===== config.mk =====
export PLATFORM = sky130hd
export DESIGN_NAME = dbuf_bank_ctrl
export DESIGN_NICKNAME = d
export VERILOG_FILES = /design/src/rtl/reorder_pkg.sv /design/src/rtl/bank_state.sv /design/src/rtl/dbuf_bank_ctrl.sv
export SDC_FILE = /design/constraint.sdc
export NUM_CORES = 1
export LEC_CHECK = 0
export ABC_AREA = 1
export CAP_MARGIN = 20
export CORE_MARGIN = 4
export CORE_UTILIZATION = 60
export CTS_CLUSTER_DIAMETER = 60
export CTS_CLUSTER_SIZE = 20
export DETAILED_ROUTE_END_ITERATION = 8
export GPL_TIMING_DRIVEN = 0
export PLACE_DENSITY = 0.84
export SLEW_MARGIN = 20
export SYNTH_ARGS = -nofsm -noshare
export SYNTH_HDL_FRONTEND = slang
export SYNTH_SLANG_ARGS = --single-unit

===== constraint.sdc =====
create_clock -name clk -period 3.67 [get_ports clk]
set_input_delay 0.734 -clock clk [delete_from_list [all_inputs] [get_ports clk]]
set_output_delay 0.734 -clock clk [all_outputs]
set_load 0.05 [all_outputs]

===== src/rtl/reorder_pkg.sv =====
// rtl/reorder_pkg.sv - shared types and depth helper for the reorder bank controller
package reorder_pkg;

   typedef enum logic [1:0] {
      FILL  = 2'd0,
      READY = 2'd1,
      DRAIN = 2'd2
   } bank_state_t;

   typedef enum logic {
      RD_IDLE  = 1'b0,
      RD_DRAIN = 1'b1
   } rd_state_t;

   function automatic int unsigned depth(input int unsigned aw);
      return 32'd1 << aw;
   endfunction

endpackage


===== src/rtl/bank_state.sv =====
// rtl/bank_state.sv - per-bank FILL/READY/DRAIN lifecycle register
module bank_state
   import reorder_pkg::*;
(
   input  logic        clk,
   input  logic        rst_n,
   input  logic        lock_req,
   input  logic        drain_req,
   input  logic        unlock_req,
   output bank_state_t state,
   output logic        lock
);

   always_ff @(posedge clk) begin
      if (!rst_n) begin
         state <= FILL;
      end else begin
         case (state)
            FILL:    if (lock_req) state <= READY;
            // a one-entry bank can finish draining in the cycle it is promoted
            READY:   if (unlock_req) state <= FILL;
                     else if (drain_req) state <= DRAIN;
            DRAIN:   if (unlock_req) state <= FILL;
            default: state <= FILL;
         endcase
      end
   end

   assign lock = (state != FILL);

endmodule


===== src/rtl/dbuf_bank_ctrl.sv =====
// rtl/dbuf_bank_ctrl.sv - double-buffered reorder bank scheduler: fill steering, ordered drain, error checks
module dbuf_bank_ctrl
   import reorder_pkg::*;
#(
   parameter int AW = 10
) (
   input  logic          clk,
   input  logic          rst_n,
   input  logic          in_vld,
   output logic          in_rdy,
   output logic          push0,
   output logic          push1,
   input  logic          full0,
   input  logic          full1,
   input  logic          vld0,
   input  logic          vld1,
   input  logic          empty0,
   input  logic          empty1,
   input  logic          out_rdy,
   output logic          out_vld,
   output logic          out_sel,
   output logic          pop0,
   output logic          pop1,
   output logic [1:0]    lock,
   output logic          err
);

   localparam int unsigned DEPTH = depth(AW);
   localparam logic [AW:0] LAST  = (AW+1)'(DEPTH - 1);

   bank_state_t st [2];
   logic [1:0]  lock_req, drain_req, unlock_req;
   logic [1:0]  full_v, vld_v, empty_v;
   logic [1:0]  chk_full, chk_empty;
   logic        wr_sel, rd_ptr;
   logic [AW:0] wr_cnt, rd_cnt;
   logic        wr_fire, wr_done, rd_fire, rd_done;
   logic        out_sel_nxt;
   rd_state_t   rd_state, rd_state_nxt;

   assign full_v  = {full1, full0};
   assign vld_v   = {vld1, vld0};
   assign empty_v = {empty1, empty0};

   assign in_rdy  = (st[wr_sel] == FILL);
   assign wr_fire = in_vld && in_rdy;
   assign push0   = wr_fire && !wr_sel;
   assign push1   = wr_fire && wr_sel;
   assign wr_done = wr_fire && (wr_cnt == LAST);
   assign lock_req = wr_done ? (wr_sel ? 2'b10 : 2'b01) : 2'b00;

   always_comb begin
      rd_state_nxt = rd_state;
      out_sel_nxt  = out_sel;
      drain_req    = 2'b00;
      unlock_req   = 2'b00;
      out_vld      = 1'b0;
      rd_fire      = 1'b0;
      rd_done      = 1'b0;
      case (rd_state)
         RD_IDLE: begin
            if (st[rd_ptr] == READY) begin
               rd_state_nxt      = RD_DRAIN;
               out_sel_nxt       = rd_ptr;
               drain_req[rd_ptr] = 1'b1;
            end
         end
         RD_DRAIN: begin
            out_vld = vld_v[out_sel];
            // a bank handed over while still being locked is promoted here
            if (st[out_sel] == READY) drain_req[out_sel] = 1'b1;
            rd_fire = out_vld && out_rdy;
            if (rd_fire && (rd_cnt == LAST)) begin
               rd_done             = 1'b1;
               unlock_req[out_sel] = 1'b1;
               if ((st[~out_sel] == READY) || lock_req[~out_sel]) begin
                  out_sel_nxt           = ~out_sel;
                  drain_req[~out_sel]   = (st[~out_sel] == READY);
               end else begin
                  rd_state_nxt = RD_IDLE;
               end
            end
         end
         default: rd_state_nxt = RD_IDLE;
      endcase
   end

   assign pop0 = rd_fire && !out_sel;
   assign pop1 = rd_fire && out_sel;

   bank_state u_bank0 (
      .clk        (clk),
      .rst_n      (rst_n),
      .lock_req   (lock_req[0]),
      .drain_req  (drain_req[0]),
      .unlock_req (unlock_req[0]),
      .state      (st[0]),
      .lock       (lock[0])
   );

   bank_state u_bank1 (
      .clk        (clk),
      .rst_n      (rst_n),
      .lock_req   (lock_req[1]),
      .drain_req  (drain_req[1]),
      .unlock_req (unlock_req[1]),
      .state      (st[1]),
      .lock       (lock[1])
   );

   always_ff @(posedge clk) begin
      if (!rst_n) begin
         wr_sel    <= 1'b0;
         wr_cnt    <= '0;
         rd_ptr    <= 1'b0;
         rd_cnt    <= '0;
         rd_state  <= RD_IDLE;
         out_sel   <= 1'b0;
         chk_full  <= 2'b00;
         chk_empty <= 2'b00;
         err       <= 1'b0;
      end else begin
         if (wr_fire) wr_cnt <= wr_done ? '0 : wr_cnt + 1'b1;
         if (wr_done) wr_sel <= ~wr_sel;
         if (rd_fire) rd_cnt <= rd_done ? '0 : rd_cnt + 1'b1;
         if (rd_done) rd_ptr <= ~rd_ptr;
         rd_state  <= rd_state_nxt;
         out_sel   <= out_sel_nxt;
         // bank flags are checked one cycle after each lock / unlock transition
         chk_full  <= lock_req;
         chk_empty <= unlock_req & {st[1] == DRAIN, st[0] == DRAIN};
         err <= err
              | (|({push1, push0} & full_v))
              | (|(chk_full & ~full_v))
              | (|(chk_empty & ~empty_v));
      end
   end

endmodule


Word-level counts from Yosys, hierarchy flattened
Index checks and enable logic that the tools add are counted.
W data, S select, Z words.
{"block": "totals", "word_cells": 140, "reg_bits": 35, "mem_count": 0, "rom_bits": 0, "latch_bits": 0, "mem_bits_rw": 0, "out_inout_bits": 10}
{"block": "op_classes", "magnitude_cmp": 10, "n_addsub": 2, "n_eq_ne": 18, "n_mul": 0, "shifts": 0, "div_mod_pow": 0, "n_bitwise": 17, "n_reduce_logical": 25, "n_mux": 57}
{"operator": "$mux W2", "count": 29}
{"operator": "$add A11 B1 Y11 const B", "count": 2}
{"operator": "$eq A11 B10 Y1 const B", "count": 2}
{"operator": "$mux W11", "count": 2}
{"operator": "$mux W1", "count": 17}
{"operator": "$pmux W2 S3", "count": 2}
{"operator": "$logic_and A1 B1 Y1", "count": 11}
{"operator": "$eq A2 B1 Y1 const B", "count": 5}
{"operator": "$ne A2 B2 Y1 const B", "count": 5}
{"operator": "$reduce_and A3 Y1", "count": 3}
{"operator": "$and A2 B2 Y2", "count": 4}
{"operator": "$ge A2 B2 Y1 const B", "count": 4}
{"operator": "$not A1 Y2", "count": 4}
{"operator": "$logic_not A2 Y1", "count": 3}
{"operator": "$lt A1 B2 Y1 const B", "count": 3}
{"operator": "$ne A3 B3 Y1 const B", "count": 2}
{"operator": "$reduce_or A2 Y1", "count": 3}
{"operator": "$eq A2 B2 Y1 const B", "count": 2}
{"operator": "$ne A2 B1 Y1 const B", "count": 2}
{"operator": "$not A1 Y1", "count": 4}
{"operator": "$not A2 Y2", "count": 2}
{"operator": "$pmux W1 S2", "count": 2}
{"operator": "$pmux W2 S2", "count": 1}
{"operator": "$reduce_bool A2 Y1", "count": 2}
{"operator": "other kinds (6)", "count": 13}

Depth between registers and ports, before layout
Gate-level depths: netlist (run 1).
{"block": "logic_depth", "ltp_word": 17, "mapped_depth": 11, "mapped_depth_nobuf": 11}

By module
From an unflattened synthesis (run 1), not the netlist that was laid out.
{"block": "unflattened", "hier_cells": 276, "hier_area_um2": 1909.3}
{"module": "dbuf_bank_ctrl", "cells_per_inst": 242, "area_each_um2": 1684.1, "seq_area_each_um2": 620.6, "n_inst": 1}
{"module": "bank_state", "cells_per_inst": 17, "area_each_um2": 112.6, "seq_area_each_um2": 40.0, "n_inst": 2}

Worst setup path after synthesis (run 1)
OpenSTA, ideal clock, no wires.
{"block": "synth_path", "kind": "in2out", "start": "in vld1", "end": "out out_vld", "cell_stages": 4, "path_slack_ns": 1.387, "n_path_buf": 0, "arrival_ns": 1.549, "cell_sequence": "inv_1 > nand2_1 > o21ai_0 > nor2_1"}
{"block": "synth_via", "elab_chain_len": 3}
{"item": "start, declared", "line_no": "dbuf_bank_ctrl.sv:16", "rtl": "input logic vld1,"}
{"item": "$mux W1 (not written as such) (2 in series)", "line_no": "dbuf_bank_ctrl.sv:69", "rtl": "out_vld = vld_v[out_sel];"}
{"item": "$mux W1", "line_no": "dbuf_bank_ctrl.sv:60", "rtl": "case (rd_state)"}
{"item": "end, declared", "line_no": "dbuf_bank_ctrl.sv:20", "rtl": "output logic out_vld,"}
Every way passes these cells. The select of a mux whose other input is x is not followed.

Worst setup path after layout (run 1)
{"block": "layout_path", "start": "in vld1", "end": "out pop1"}
{"block": "layout_via", "elab_chain_len": 5}
{"item": "$mux W1 (not written as such) (2 in series)", "line_no": "dbuf_bank_ctrl.sv:69"}
{"item": "$logic_and A1 B1 Y1", "line_no": "dbuf_bank_ctrl.sv:72", "rtl": "rd_fire = out_vld && out_rdy;"}
{"item": "$mux W1", "line_no": "dbuf_bank_ctrl.sv:60"}
{"item": "$logic_and A1 B1 Y1", "line_no": "dbuf_bank_ctrl.sv:89", "rtl": "assign pop1 = rd_fire && out_sel;"}
{"item": "end, declared", "line_no": "dbuf_bank_ctrl.sv:23", "rtl": "output logic pop1,"}
Every way passes these cells. The select of a mux whose other input is x is not followed.

==> metrics.txt, run 1 <==
Overall Power=0.000669 W; final count of negative-setup-slack endpoints=0; gr usage total=approximately a fifth; Max IR drop VDD=between 200 and 250 uV; hold slack=0.468 ns; Post-Synth Adder-Cell Area=around 1.3%; nature of the critical path startpoint=input port; vias post-DR=1704; leakage power=slightly below 0.9 nW; XOR/XNOR share of the synthesized area=2.71%; Setup TNS Final=0 ns; RSZ-0062 raised after global routing=false; share of layout cells above drive strength 1=between 10% and 20%; dominant cell type by area after synthesis=dfxtp_1; input/output buffers=18; Remaining Overflow, GRT=0; pin count of the biggest net entering global routing=11; Die Y=between 60 and 70 um; Synthesis Warnings=0; Die ar.=roughly 4200 um2; initial antenna violation count=0; routed len/inst=around 11 um; Clock Skews=0.00595 ns; Final Hold Fails=0; Worst Hold Class=register to register; DRT Pass-1 Iters=4; Slew @ Worst Pin=slightly below 0.6 ns; RD Place Congestion=approximately 0.8; Sink Count=35; Achievable Freq=between 300 and 400 MHz; DRC viols=0; post-cts hold buffer count=0; critical path required time=2.94 ns; data arrival time of the critical path=2.54 ns; Initial Util=63.0%; fin. max-slew vios=0; # IOs=20; WL final=3.79 mm; root buffer cell=clkbuf_4; core area=3080 um2; synth-to-layout area growth=15.7%; CTS H-Tree Depth=2; Final nets=between 200 and 300; minimum clock period=approximately 3.3 ns; largest family of logic cells by synthesized area=simple AND/OR/NAND/NOR gates; Synth Area in Simple Gates=between 30 and 40%; fin crit share=89.2%; Setup CP Type=input port to primary output; CTS resizes=0; # rows=20; Rel. slew slack=between 60% and 70%; PwrDens=298 nW/um2; Seq cells post-synth=35; crit-path max FO=3; sequential area share after synthesis=36.2%; 1st-iter DRT viols=64; Cells after Synth=260; Clk Latency, worst-skew pair=0.35 ns; vias in the first global route=1630; clock buffer depth=2; Area contributors post-synth=dfxtp_1 36%, nand2_1 8.1%, inv_1 6.6%, nor2_1 6.0%, a21oi_1 4.4%; Max Cap Viol=0; mux cell area share after synthesis=0%; status=complete, no violations; Synth Net Count=272; die span in x=64.8 um; vias per std cell=5.16; clock-pin slew on the worst setup and hold paths=approximately 0.1 ns; Synth cell types=a little over 40; synthesized area=1940 um2; Synth Area in Compound Gates=11.5%; CTS Buf Count=5; TritonCTS clock tree=built; Worst Setup End Kind=primary output; antenna-violating nets left=0; hpwl dp=2.84 mm; Antenna Cells=0; top-area cell type share of the netlist area=36.2%; Setup Fix Bufs, Post-CTS=0; first-pass GRT wire length=6.66 mm; Avg Cell Area, Syn=7.45 um2
-- through the flow --
stage / instance area, um2 / instances / setup WS, ns / utilization (%)
after floorplan: 1940 / 260 / 1.39 / -
after global placement: 2170 / 322 / 0.408 / 70.6
after detailed placement: 2170 / 322 / 0.404 / 70.6
after CTS: 2240 / 330 / 0.391 / 72.8
after global routing: 2240 / 330 / 0.259 / 72.8
final: 2240 / 330 / 0.398 / 72.8
-- synth_stat cells --
cell,count
o22ai_1,2
nor2_2,4
nand3_1,12
nor3b_1,2
ha_1,2
nor2_8,2
xor2_1,4
nand3b_1,3
a31oi_1,1
buf_6,1
nand2_2,4
a211oi_1,5
inv_2,7
o21bai_1,1
nand2_8,1
nor4_1,1
dfxtp_1,35
xnor2_1,2
nand2_1,42
nor2_1,31
dlygate4sd1_1,1
nand4_1,7
nor3_2,1
o21ai_1,1
nand3_2,5
a22oi_1,1
o211ai_1,1
o211ai_2,1
buf_4,4
o21ai_0,5
o21a_1,1
buf_2,1
nand2_4,3
inv_1,34
nor3_1,7
a21oi_2,1
clkbuf_1,1
nor2_4,4
a21oi_1,17
nor4_2,1
or2_2,1
-- state kept, by name, summed over array words and instances (netlist names) --
signal,flops
rd_cnt,11
wr_cnt,11
chk_empty,2
chk_full,2
u_bank0.state,2
u_bank1.state,2
err,1
out_sel,1
rd_ptr,1
rd_state,1
wr_sel,1
-- logic make-up after synthesis --
group / Yosys count
AO/OA/AOI/OAI: 37
XOR/XNOR: 6
adder cells (fa/ha/maj): 2
buffers and inverters: 49
flip-flops: 35
AND/OR/NAND/NOR: 131
-- layout by cell type, fill, tap and decap left out, types with 4 or more instances in the layout --
master / Yosys / final
nand2_2: 4 / 4
nor2_2: 4 / 4
nor2_1: 31 / 31
a211oi_1: 5 / 5
inv_2: 7 / 7
inv_1: 34 / 34
o21ai_0: 5 / 5
dfxtp_1: 35 / 35
nor2_4: 4 / 4
clkdlybuf4s50_1: 0 / 18
clkbuf_4: 0 / 5
nand3_2: 5 / 5
nor3_1: 7 / 7
buf_4: 4 / 4
nand2_1: 42 / 42
xor2_1: 4 / 4
a21oi_1: 17 / 17
nand3_1: 12 / 12
nand4_1: 7 / 7
-- metal layers --
| metal | track usage (%) | wire length [um] | vias to the layer above |
|---|---|---|---|
| met5 | 0 | 0 | - |
| li1 | - | - | 893 |
| met3 | 4.51 | 191 | 9 |
| met2 | 35.5 | 1780 | 39 |
| met4 | 10.8 | 84 | 0 |
| met1 | 22.8 | 1740 | 763 |
-- final timing paths --
path | startpoint | end | slack [ns] | cells past startpoint
max | vld1 | pop1 | 0.40 | 8
max reg2reg | rd_cnt[0] | u_bank0.state[0] | 1.94 | 10
min | wr_cnt[9] | wr_cnt[9] | 0.47 | 2
min reg2reg | wr_cnt[9] | wr_cnt[9] | 0.47 | 2
-- where the power goes --
group          switching (W)  internal, W  leakage [nW]
Clock               0.000131     0.000113        0.0386
Combinational      0.0000236    0.0000166         0.567
Sequential        0.00000222     0.000382         0.282
Total               0.000157     0.000512         0.888
-- area by class of cell --
type                            count  area, um2
Inverter                           41        154
Clock buffer                        8       68.8
Sequential cell                    35        701
Timing Repair Buffer               18        180
Tap cell                           44       55.1
Buffer                              8       58.8
Fill cell                         261        836
Multi-Input combinational cell    176       1020
-- critical path, cell delays in order --
cell             delay [ns]
clkdlybuf4s50_1        0.45
inv_1                  0.04
nand2_1                0.07
o211ai_2               0.11
nor2_2                 0.16
nand2_1                0.07
inv_1                  0.10
clkdlybuf4s50_1        0.81
(Power assumes the default switching activity.)
==> run 2, diff against run 1 <==
Settings changed: CORE_UTILIZATION 60 to 56, PLACE_DENSITY 0.84 to default, PLACE_DENSITY_LB_ADDON from default to 0.3.
Clock period 3.67 ns to 3.56 ns, I/O delays scaled along.
==> run 2 against run 1 <==
Against the previous run: first-iteration DRC count rose by 67%; power fell by 3.3%; sequential power is 3% higher; register-to-register slack got worse by 0.16 ns; worst setup slack got worse by 0.033 ns; cell count increased by 0.61%; count of clock-buffer cells in the layout is 1 lower; worst hold slack improved by 0.0037 ns; design area is 0.73% lower.
==> metrics.txt, run 2 (same netlist as run 1, synthesis figures left out) <==
# rows=21 (+5.0%); most frequent cells in the layout=42 x nand2_1, 35 x dfxtp_1, 34 x inv_1, 31 x nor2_1, 18 x clkdlybuf4s50_1; Design Area, Final=2230 um2 (-0.73%); clock-pin slew on the worst setup and hold paths=0.10 ns (about the same); leakage power=0.879 nW (-1.0%); hpwl dp=2.89 mm (+1.9%); Power Internal=0.000488 W (-4.6%); worst path cell trace=clkdlybuf4s50_1 -> inv_1 -> nand2_1 -> o211ai_2 -> nor2_2 -> nand2_1 -> inv_1 -> clkdlybuf4s50_1; Setup CP Type=input port to primary output; Max Cap Viol=0 (unchanged); R2R cell count=10 (unchanged); RD Place Congestion=0.840 (+2.7%); Sink Count=35 (unchanged); core area=3340 um2 (+8.4%); CTS resizes=0 (unchanged); Clk Latency, worst-skew pair=0.35 ns (about the same); DRT Pass-1 Iters=4 (unchanged); vias in the first global route=1569 (-3.7%); Remaining Overflow, GRT=0 (unchanged); routed len/inst=11.3 um (-1.9%); Switch Pwr=0.000159 W (+0.97%); DRC viols=0 (unchanged); data arrival time of the critical path=2.48 ns (-0.06 ns); Multi-input gate area=1020 um2 (unchanged); crit-path max FO=3 (unchanged); Initial Util=58.1% (-4.9 points); Setup Fix Bufs, Post-CTS=0 (unchanged); first-pass GRT wire length=6.52 mm (-2.1%); slowest stage cell, crit path=clkdlybuf4s50_1; WL final=3.74 mm (-1.3%); CTS H-Tree Depth=2 (unchanged); vias per std cell=5.09 (-1.4%); CTS Buf Count=5 (unchanged); PwrDens=291 nW/um2 (-2.6%); root buffer cell=clkbuf_4; Worst Hold Class=register to register; r2r setup slk=1.78 ns (-0.16 ns); sequential standard cell area=701 um2 (unchanged); fin. max-slew vios=0 (unchanged); # fillers=314 (+20%); Die ar.=4470 um2 (+6.2%); sequential share of power=61.3% (+3.8 points); WL met2=1.84 mm (+3.7%); die span in x=66.8 um (+3.1%); TritonCTS clock tree=built; met3 WL=199 um (+4.2%); post-cts hold buffer count=0 (unchanged); initial antenna violation count=0 (unchanged); WHS Path Cells=2 (unchanged); Rel. slew slack=64.0% (+3.5 points); placed instance area=2180 um2 (+0.12%); Slew @ Worst Pin=0.541 ns (-0.0525 ns); status=complete, no violations; Clock Skews=0.0101 ns (+0.00417 ns); worst r2r src=rd_cnt[0]; final count of negative-setup-slack endpoints=0 (unchanged); Logic pwr share=6.4% (+0.4 points); Die Y=66.8 um (+3.1%); gr usage total=19.5% (-0.86 points); wire length on met1=1.64 mm (-5.6%); slowest stage delay, CP=0.81 ns (about the same); fin crit share=89.7%; Worst Setup End Kind=primary output; antenna-violating nets left=0 (unchanged); clock buffer depth=2 (unchanged); top routing layer in use=met4; sw frac=24.5% (+1.0 points); Antenna Cells=0 (unchanged); Final nets=297 (unchanged); RSZ-0062 raised after global routing=false; leading cell type in the layout, fill and taps excluded=nand2_1; minimum clock period=approximately 3.2 ns; 1st-iter DRT viols=107 (+67%); FF-to-FF End=u_bank0.state[0]; Final Hold Fails=0 (unchanged); Hold Path Sink=wr_cnt[9]; input/output buffers=18 (unchanged); Clk pwr share=32.3% (-4.2 points); synth-to-layout area growth=14.8%; # IOs=20 (unchanged); Max IR drop VDD=172 uV (-29%); hold path start=wr_cnt[9]; Largest regs=rd_cnt (11), wr_cnt (11); critical path required time=2.85 ns (-0.09 ns); Setup TNS Final=0 ns (unchanged); Achievable Freq=313 MHz; pin count of the biggest net entering global routing=11 (unchanged); vias post-DR=1690 (-0.82%); nature of the critical path startpoint=input port; share of layout cells above drive strength 1=16.4% (-0.35 points)
## run 2: metrics by stage
| step | setup slack, ns | cells | utilization (%) | power [W] | hold WS, ns |
|---|---|---|---|---|---|
| floorplan | 1.30 | 260 | - | 0.000428 | 0.440 |
| global placement | 0.354 | 324 | 65.2 | 0.000446 | 0.448 |
| detailed placement | 0.353 | 324 | 65.2 | 0.000447 | 0.463 |
| CTS | 0.348 | 332 | 66.7 | 0.000656 | 0.478 |
| global route | 0.257 | 332 | 66.7 | 0.000672 | 0.488 |
| finish | 0.365 | 332 | 66.7 | 0.000647 | 0.472 |
## run 2: cell type report
| type | count | share of cell area (%) |
|---|---|---|
| sequential | 35 | 31.5 |
| multi-input combinational | 176 | 46.0 |
| clock buffer | 7 | 2.02 |
| inverter | 41 | 6.91 |
| clock inverter | 1 | 0.225 |
| timing repair buffer | 18 | 8.09 |
| tap | 46 | 2.59 |
| buffer | 8 | 2.64 |
## run 2: power by group through the flow
stage	sequential, W	combinational, W	clock, W
global route	0.000397	0.0000451	0.000230
detailed placement	0.000405	0.0000417	0
CTS	0.000396	0.0000420	0.000217
finish	0.000396	0.0000414	0.000209
floorplan	0.000408	0.0000208	0
global placement	0.000405	0.0000410	0
## run 2: routing by layer
layer | up-vias | GRT usage [%]
li1 | 892 | -
met1 | 762 | 22.6
met2 | 29 | 32.4
met3 | 7 | 7.42
met4 | 0 | 6.85
met5 | - | 0
## run 2: worst max-delay path: cells and delay by family
family	cells	cell delay [ns]
buffers and inverters	4	1.38
and+or+nand+nor	3	0.28
AOI/OAI and AO/OA	1	0.10
## run 2: worst max-delay path by stage
stage          cells past startpoint  endpoint  startpoint
2_1_floorplan                      3   out_vld     out_sel
3_3_place_gp                       8      pop1        vld1
3_5_place_dp                       8      pop1        vld1
4_1_cts                            8      pop1        vld1
5_1_grt                            8      pop1        vld1
6_report                           8      pop1        vld1
==> run 3, diff against run 2 <==
Settings changed: CTS_BUF_LIST from default to sky130_fd_sc_hd__clkbuf_16, PLACE_DENSITY from default to 0.88, PLACE_DENSITY_LB_ADDON 0.3 to default.
==> run 3 against run 2 <==
Against the previous run: sequential share of layout area is 1.2 points lower; wire length is 5.5% higher; first-iteration DRC count is 29% higher; fmax is 1.7% lower; design area is 3.9% higher; sequential cell count stayed put; critical path type unchanged; largest power group is now the clock network.
==> metrics.txt, run 3 (same netlist as run 1, synthesis figures left out) <==
Achievable Freq=308 MHz (-1.7%); # IOs=20 (unchanged); status=complete, no violations; Max Cap Viol=0 (unchanged); pin count of the biggest net entering global routing=11 (unchanged); critical path required time=2.85 ns (about the same); routed len/inst=11.9 um (+5.5%); input/output buffers=18 (unchanged); leakage power=0.920 nW (+4.6%); Setup CP Type=input port to primary output; Max IR drop VDD=228 uV (+33%); WL final=3.95 mm (+5.5%); clock buffer depth=2 (unchanged); worst path cell trace=clkdlybuf4s50_1 -> inv_1 -> nand2_1 -> o211ai_2 -> nor2_2 -> nand2_1 -> inv_1 -> clkdlybuf4s50_1; slowest stage delay, CP=0.81 ns (about the same); DRC viols=0 (unchanged); Clk Latency, worst-skew pair=0.28 ns (-0.07 ns); first-pass GRT wire length=6.89 mm (+5.7%); Final nets=297 (unchanged); RD Place Congestion=0.836 (-0.49%); share of layout cells above drive strength 1=16.1% (-0.35 points); most frequent cells in the layout=42 x nand2_1, 35 x inv_1, 35 x dfxtp_1, 31 x nor2_1, 18 x clkdlybuf4s50_1; die span in x=66.8 um (unchanged); leading cell type in the layout, fill and taps excluded=nand2_1; # fillers=277 (-12%); Overall Power=0.000843 W (+30%); Layout Utilization=69.3% (+2.6 points); nature of the critical path startpoint=input port; minimum clock period=3.25 ns (+0.0544 ns); Antenna Cells=0 (unchanged); root buffer cell=clkbuf_16; CTS resizes=0 (unchanged); RSZ-0062 raised after global routing=false; Worst Hold Class=register to register; Clock Skews=0.00562 ns (-0.00450 ns); clock-pin slew on the worst setup and hold paths=0.05 ns (-0.05 ns); Largest regs=rd_cnt (11), wr_cnt (11); vias per std cell=5.10 (+0.18%); Final Hold Fails=0 (unchanged); Setup TNS Final=0 ns (unchanged); antenna-violating nets left=0 (unchanged); synth-to-layout area growth=19.3%; Slew @ Worst Pin=0.572 ns (+0.0312 ns); PwrDens=365 nW/um2 (+26%); initial antenna violation count=0 (unchanged); TritonCTS clock tree=built; vias post-DR=1693 (+0.18%); crit-path max FO=3 (unchanged); Worst Setup End Kind=primary output; gr usage total=20.2% (+0.73 points); vias in the first global route=1664 (+6.1%); Die ar.=4470 um2 (unchanged); hpwl dp=2.93 mm (+1.3%); fin crit share=91.3% (+1.5 points); DRT Pass-1 Iters=4 (unchanged); CTS Buf Count=5 (unchanged); data arrival time of the critical path=2.54 ns (+0.06 ns); Setup Fix Bufs, Post-CTS=0 (unchanged); core area=3340 um2 (unchanged); final count of negative-setup-slack endpoints=0 (unchanged); # rows=21 (unchanged); Rel. slew slack=61.9% (-2.1 points); post-cts hold buffer count=0 (unchanged); Remaining Overflow, GRT=0 (unchanged); 1st-iter DRT viols=138 (+29%); fin. max-slew vios=0 (unchanged); Sink Count=35 (unchanged); Initial Util=58.1% (unchanged); slowest stage cell, crit path=clkdlybuf4s50_1; Die Y=66.8 um (unchanged); CTS H-Tree Depth=2 (unchanged)
[run 3: worst max-delay path: cells and delay by family]
family                 cells  cell delay, ns
buffers and inverters      4            1.41
and+or+nand+nor            3            0.31
AOI/OAI and AO/OA          1            0.11
[run 3: path summary, 6_finish.rpt]
path | start | endpoint | slack, ns | cells after the start
setup / recovery | vld1 | pop1 | 0.31 | 8
hold reg to reg | wr_cnt[9] | wr_cnt[9] | 0.46 | 2
setup reg to reg | rd_cnt[0] | u_bank0.state[0] | 1.81 | 10
hold / removal | wr_cnt[9] | wr_cnt[9] | 0.46 | 2
[run 3: layout make-up]
cell class                      instances  area (um2)  area share (%)
Clock inverter                          3        11.3           0.487
Clock buffer                            5         125            5.41
Sequential cell                        35         701            30.3
Buffer                                  8        58.8            2.54
Multi-Input combinational cell        176        1020            44.3
Timing Repair Buffer                   18         180            7.79
Inverter                               41         154            6.66
Tap cell                               46        57.6            2.49
[run 3: power by group]
part	total, W	leakage, nW	switching, W	internal, W
Clock	0.000404	0.0701	0.000153	0.000251
Sequential	0.000397	0.282	0.00000224	0.000395
Combinational	0.0000418	0.567	0.0000247	0.0000171
Total	0.000843	0.920	0.000180	0.000663
[run 3: metal layers]
| metal | routed length [um] | vias to the layer above | track usage, % |
|---|---|---|---|
| met5 | 0 | - | 0 |
| met1 | 1790 | 775 | 22.9 |
| met4 | 72 | 0 | 9.14 |
| li1 | - | 886 | - |
| met3 | 130 | 8 | 4.05 |
| met2 | 1960 | 24 | 36.0 |
[run 3: metrics by stage]
step           area, um2  hold slack [ns]  setup slack [ns]  std cells
2_1_floorplan       1940            0.440              1.30        260
3_3_place_gp        2180            0.447             0.344        324
3_5_place_dp        2180            0.457             0.317        324
4_1_cts             2310            0.464             0.307        332
5_1_grt             2310            0.489             0.174        332
6_report            2310            0.461             0.311        332
